[config.mk]
export PLATFORM = sky130hd
export DESIGN_NAME = ryu_action_ctrl
export DESIGN_NICKNAME = d
export VERILOG_FILES = /design/src/rtl/ryu_action_ctrl.sv
export SDC_FILE = /design/constraint.sdc
export NUM_CORES = 1
export LEC_CHECK = 0
export BUFFER_PORTS_ARGS = -buffer_cell sky130_fd_sc_hd__buf_2
export CAP_MARGIN = 10
export CORE_ASPECT_RATIO = 1.2
export CORE_MARGIN = 2
export CORE_UTILIZATION = 40
export DETAILED_ROUTE_END_ITERATION = 8
export PLACE_DENSITY_LB_ADDON = 0.08
export SYNTH_ARGS = -nofsm -noshare
export SYNTH_HDL_FRONTEND = slang
export SYNTH_SLANG_ARGS = --single-unit
[constraint.sdc]
create_clock -name vga_clk -period 4.7 [get_ports vga_clk]
set_input_delay 0.47 -clock vga_clk [delete_from_list [all_inputs] [get_ports vga_clk]]
set_output_delay 0.47 -clock vga_clk [all_outputs]
set_load 0.03 [all_outputs]
[src/rtl/ryu_action_ctrl.sv]
// Purpose: frame-rate pose/position state machine for the Ryu sprite (STAND/WALK/CROUCH/PUNCH/JUMP).
// Latency: buttons sampled on a frame_tick edge; sprite/RyuX/RyuY/punch_active valid the next cycle.
// Backpressure: none; paced purely by frame_tick, all state holds between ticks.
module ryu_action_ctrl #(
  parameter int X_INIT       = 100,
  parameter int Y_GROUND     = 300,
  parameter int X_MIN        = 0,
  parameter int X_MAX        = 540,
  parameter int WALK_STEP    = 2,
  parameter int PUNCH_FRAMES = 12,
  parameter int JUMP_V0      = 12,
  parameter int GRAVITY      = 1
) (
  input  logic       vga_clk,
  input  logic       Reset,
  input  logic       frame_tick,
  input  logic       btn_left,
  input  logic       btn_right,
  input  logic       btn_up,
  input  logic       btn_down,
  input  logic       btn_punch,
  output logic [2:0] sprite,
  output logic [9:0] RyuX,
  output logic [9:0] RyuY,
  output logic       punch_active
);

  // State codes double as the sprite pose codes.
  typedef enum logic [2:0] {
    ST_STAND  = 3'd0,
    ST_PUNCH  = 3'd1,
    ST_JUMP   = 3'd2,
    ST_CROUCH = 3'd3,
    ST_WALK_L = 3'd4,
    ST_WALK_R = 3'd5
  } state_t;

  localparam int CNT_W = (PUNCH_FRAMES > 1) ? $clog2(PUNCH_FRAMES) : 1;

  // Position math is done signed and wider than the 10-bit outputs so that
  // stepping past either edge is clamped rather than wrapping.
  localparam logic signed [11:0] XMIN_S  = 12'(X_MIN);
  localparam logic signed [11:0] XMAX_S  = 12'(X_MAX);
  localparam logic signed [11:0] STEP_S  = 12'(WALK_STEP);
  localparam logic signed [11:0] YG_S    = 12'(Y_GROUND);
  localparam logic signed [7:0]  V0_S    = 8'(JUMP_V0);
  localparam logic signed [7:0]  GRAV_S  = 8'(GRAVITY);
  localparam logic [CNT_W-1:0]   CNT_TOP = CNT_W'(PUNCH_FRAMES - 1);

  function automatic logic [9:0] clamp_x(input logic signed [11:0] v);
    if (v < XMIN_S) begin
      clamp_x = XMIN_S[9:0];
    end else if (v > XMAX_S) begin
      clamp_x = XMAX_S[9:0];
    end else begin
      clamp_x = v[9:0];
    end
  endfunction

  state_t                state_q, state_d;
  logic [2:0]            sprite_q, sprite_d;
  logic [9:0]            x_q, x_d;
  logic [9:0]            y_q, y_d;
  logic                  punch_q, punch_d;
  logic signed [7:0]     vel_q, vel_d;
  logic [CNT_W-1:0]      cnt_q, cnt_d;
  logic signed [11:0]    drift_q, drift_d;

  logic                  excl_l;
  logic                  excl_r;
  state_t                ground_next;
  logic signed [11:0]    x_ext;
  logic [9:0]            x_walk_l;
  logic [9:0]            x_walk_r;
  logic [9:0]            x_drift;
  logic signed [11:0]    y_new;
  logic signed [7:0]     vel_next;

  // Button priority for the grounded states: punch > up > down > left-only > right-only.
  always_comb begin
    excl_l = btn_left & ~btn_right;
    excl_r = btn_right & ~btn_left;
    if (btn_punch) begin
      ground_next = ST_PUNCH;
    end else if (btn_up) begin
      ground_next = ST_JUMP;
    end else if (btn_down) begin
      ground_next = ST_CROUCH;
    end else if (excl_l) begin
      ground_next = ST_WALK_L;
    end else if (excl_r) begin
      ground_next = ST_WALK_R;
    end else begin
      ground_next = ST_STAND;
    end
  end

  // Candidate positions and jump kinematics for this tick.
  always_comb begin
    x_ext    = $signed({2'b00, x_q});
    x_walk_l = clamp_x(x_ext - STEP_S);
    x_walk_r = clamp_x(x_ext + STEP_S);
    x_drift  = clamp_x(x_ext + drift_q);
    y_new    = $signed({2'b00, y_q}) - $signed({{4{vel_q[7]}}, vel_q});
    vel_next = vel_q - GRAV_S;
  end

  // Next-state logic; nothing moves unless frame_tick is high.
  always_comb begin
    state_d = state_q;
    x_d     = x_q;
    y_d     = y_q;
    vel_d   = vel_q;
    cnt_d   = cnt_q;
    drift_d = drift_q;
    if (frame_tick) begin
      case (state_q)
        ST_STAND, ST_CROUCH, ST_WALK_L, ST_WALK_R: begin
          state_d = ground_next;
          y_d     = YG_S[9:0];
          case (ground_next)
            ST_WALK_L: x_d = x_walk_l;
            ST_WALK_R: x_d = x_walk_r;
            ST_PUNCH:  cnt_d = CNT_TOP;
            ST_JUMP: begin
              // Y stays on the ground this tick; only the pose changes.
              vel_d = V0_S;
              if (excl_l) begin
                drift_d = -STEP_S;
              end else if (excl_r) begin
                drift_d = STEP_S;
              end else begin
                drift_d = '0;
              end
            end
            default: ;
          endcase
        end
        ST_PUNCH: begin
          if (cnt_q == '0) begin
            state_d = ST_STAND;
          end else begin
            cnt_d = cnt_q - CNT_W'(1);
          end
        end
        ST_JUMP: begin
          x_d   = x_drift;
          vel_d = vel_next;
          if ((vel_q <= 8'sd0) && (y_new >= YG_S)) begin
            y_d     = YG_S[9:0];
            state_d = ST_STAND;
            vel_d   = '0;
            drift_d = '0;
          end else if (y_new < 12'sd0) begin
            // A very large launch velocity would leave the top of the screen.
            y_d = '0;
          end else begin
            y_d = y_new[9:0];
          end
        end
        default: begin
          state_d = ST_STAND;
          y_d     = YG_S[9:0];
        end
      endcase
    end
    sprite_d = state_d;
    punch_d  = (state_d == ST_PUNCH);
  end

  // Single state register with registered pose/position outputs; reset wins over frame_tick.
  always_ff @(posedge vga_clk) begin
    if (Reset) begin
      state_q  <= ST_STAND;
      sprite_q <= 3'd0;
      x_q      <= 10'(X_INIT);
      y_q      <= 10'(Y_GROUND);
      punch_q  <= 1'b0;
      vel_q    <= '0;
      cnt_q    <= '0;
      drift_q  <= '0;
    end else begin
      state_q  <= state_d;
      sprite_q <= sprite_d;
      x_q      <= x_d;
      y_q      <= y_d;
      punch_q  <= punch_d;
      vel_q    <= vel_d;
      cnt_q    <= cnt_d;
      drift_q  <= drift_d;
    end
  end

  assign sprite       = sprite_q;
  assign RyuX         = x_q;
  assign RyuY         = y_q;
  assign punch_active = punch_q;

endmodule

==> results_dict.tcl <==
set metrics [dict create \
    status "complete, no violations" \
    path_class "reg -> reg" \
    die_h_um 110 \
    tns_ps 0 \
    synth_top_family_by_area "compound AO/OA/AOI/OAI gates" \
    synthArstFlopShare 0 \
    holdWs_ps 488 \
    drt_wl_total_um 10400 \
    stdcell_area_um2 4090 \
    r2r-end "RyuY[6]" \
    ant_nets 0 \
    grt_pass1_wl_um 17400 \
    worst_pin_slew_ps 984 \
    slowest_delay_ps 600 \
    track_usage 0.211 \
    drtIter0Drc 131 \
    crit_family "compound AO/OA/AOI/OAI gates" \
    io_buffers 30 \
    period_minus_slack_ps 3410 \
    area_delta_synth_final_pct 8.60 \
    critical_path.endpoint "RyuY[6]" \
    hold_path_class "reg -> reg" \
    grt_pass1_vias 3528 \
    p_leak_uw 0.00157 \
    fin_crit_sh 0.726 \
    die-area_um2 10200 \
    cts_tree "done" \
    critPathLaunch "vel_q[0]" \
    coreArea_um2 9080 \
    slew-limit-headroom 0.340 \
    muxShareOfSynthArea 0.00831 \
    cts_num_sinks 37 \
    drive_gt1_frac 0.116 \
    gp_congestion 0.903 \
    drc 0 \
    vdd_drop_max_mv 0.137 \
    die_w_um 92.6 \
    ys_top_cells_by_count "46 x nand2_1, 43 x nor2_1, 37 x dfxtp_1" \
    drt_first_pass_iters 4 \
    place_area_um2 3950 \
    crit_fanout 14 \
    synth_top_cell_area_share 0.197 \
    cts-root-buf "clkbuf_8" \
    cts_buffers 5 \
    slew_violations 0 \
    hold_viol_final 0 \
    synth_compound_area_frac 0.311 \
    pin_count 32 \
    antenna_found_initial 0 \
    rows 38 \
    crit_cells 11 \
    setup.worst_path.start_class "flop" \
    cts_hold_buf 0 \
    vias 3714 \
    setup_viol 0 \
    start_util 0.415 \
    synthFlopType "dfxtp_1" \
    crit_buf_inv 1 \
    synthTopCellsByArea "dfxtp_1 20%, ha_1 10%, nand2_1 4.6%" \
    synth_xor_area_frac 0.0512 \
    netlist-cell-type-count 85 \
    yosysWarningCount 0 \
    synth_most_common_cell "nand2_1" \
    avgSynthCellArea_um2 7.52 \
    syn_area_um2 3770 \
    worstPathRequired_ps 4930 \
    clkTransAtPathRegs_ps 90 \
    dp_hpwl_um 7800 \
    syn_inst 501 \
    insertedDiodeCount 0 \
    fmax_mhz 293 \
    cp_slowest_cell "a32oi_2" \
    syn_nets 541 \
    cts_resized 0 \
    yosysSeqAreaShare 0.197 \
    synth_top_area_cell "dfxtp_1" \
    endpoint_kind "flop" \
    synth_edf_count 0 \
    clock_skew_ps 10.5 \
    via_per_inst 5.83 \
    synth_seq_cells 37 \
    powerDensity_nw_per_um2 254 \
    crit_chain "ha_1 -> inv_1 -> fa_1 -> a211oi_2 -> nor2_1 -> xnor2_1 -> o31ai_1 -> a211o_1 -> a32oi_2 -> nand4b_1 -> o21ai_0" \
    nNetsFinal 556 \
    synthSimpleGateAreaFrac 0.253 \
    clkLatencyLatePin_ps 310 \
    htree_levels 2 \
    rsz0062_at_grt "no" \
    rrSetupSlack_ps 1290 \
    post_cts_buffers 0 \
    avgRoutedWirePerCell_um 16.4 \
    r2r_start "vel_q[0]" \
    rr_worst_depth 11 \
    crit_arrival_ps 3640 \
    synthAdderAreaFrac 0.110 \
    cap_violations 0 \
    grt-ovfl-total 0 \
    grt_max_degree 26 \
    clockBufferDepth 2 \
]
## registers in the layout, summed over array words and instances, names as in the netlist
signal        cells
drift_q           2
punch_active      1
cnt_q             4
sprite            3
RyuY             10
RyuX              9
vel_q             8
## area by class of cell
type                            count  area, um2
Fill cell                         949       4990
Multi-Input combinational cell    406       2770
Sequential cell                    37        741
Timing Repair Buffer               31        158
Tap cell                          120        150
Inverter                           35        131
Clock buffer                        5       68.8
Clock inverter                      3       68.8
## routing by layer
| metal | routed length [um] | part of all wire | GRT usage | vias up |
|---|---|---|---|---|
| met3 | 251 | 0.024 | 0.0279 | 18 |
| li1 | - | - | - | 1886 |
| met5 | 0 | 0 | 0 | - |
| met2 | 5160 | 0.49 | 0.380 | 55 |
| met1 | 4770 | 0.46 | 0.262 | 1755 |
| met4 | 250 | 0.024 | 0.0682 | 0 |
## tightest hold or removal path, stage by stage (launching register included)
cell,delay (ps)
dfxtp_1,330
nand2_1,50
o21ai_0,60
## worst min-delay path by stage
| stage | depth (start not counted) | startpoint | to | slack [ps] |
|---|---|---|---|---|
| floorplan | 1 | vel_q[0] | vel_q[0] | 470 |
| global placement | 2 | RyuY[0] | RyuY[0] | 460 |
| detailed placement | 2 | RyuY[0] | RyuY[0] | 470 |
| CTS | 2 | RyuY[0] | RyuY[0] | 490 |
| global route | 2 | RyuY[7] | RyuY[7] | 520 |
| finish | 2 | RyuY[0] | RyuY[0] | 490 |
## layout by cell type, fill, tap and decap left out, types with 15 or more instances in the layout
cell,Yosys,final
o21ai_0,28,28
nand2_1,46,46
nand3_1,18,18
inv_1,34,34
dfxtp_1,37,37
nor3_1,19,18
xnor2_1,15,15
buf_2,8,30
a21oi_1,29,29
ha_1,30,30
nor2_1,43,43
## power breakdown
part           total (uW)  switching [uW]  leakage (uW)  internal, uW
Clock                 355             141     0.0000687           214
Sequential            359            29.3      0.000300           330
Combinational         326             205       0.00120           121
Total                1040             375       0.00157           664
## kinds of logic (layout without fill, tap and decap cells)
logic type,after synthesis,count (layout)
DFF,37,37
xor gates and xnor gates,22,22
buffers and inverters,58,74
muxes,3,3
AOI/OAI and AO/OA,162,162
other,1,1
and+or+nand+nor,186,186
adders and majority gates,32,32
## through the flow
| stage | worst slack [ps] | utilization | std cells | power (uW) |
|---|---|---|---|---|
| after floorplan | 1680 | - | 501 | 623 |
| after global placement | 1300 | 0.435 | 629 | 689 |
| after detailed placement | 1290 | 0.435 | 629 | 690 |
| after CTS | 1240 | 0.450 | 637 | 1050 |
| after global routing | 926 | 0.450 | 637 | 1100 |
| final | 1290 | 0.450 | 637 | 1040 |
Power figures use the tool's default switching activity.
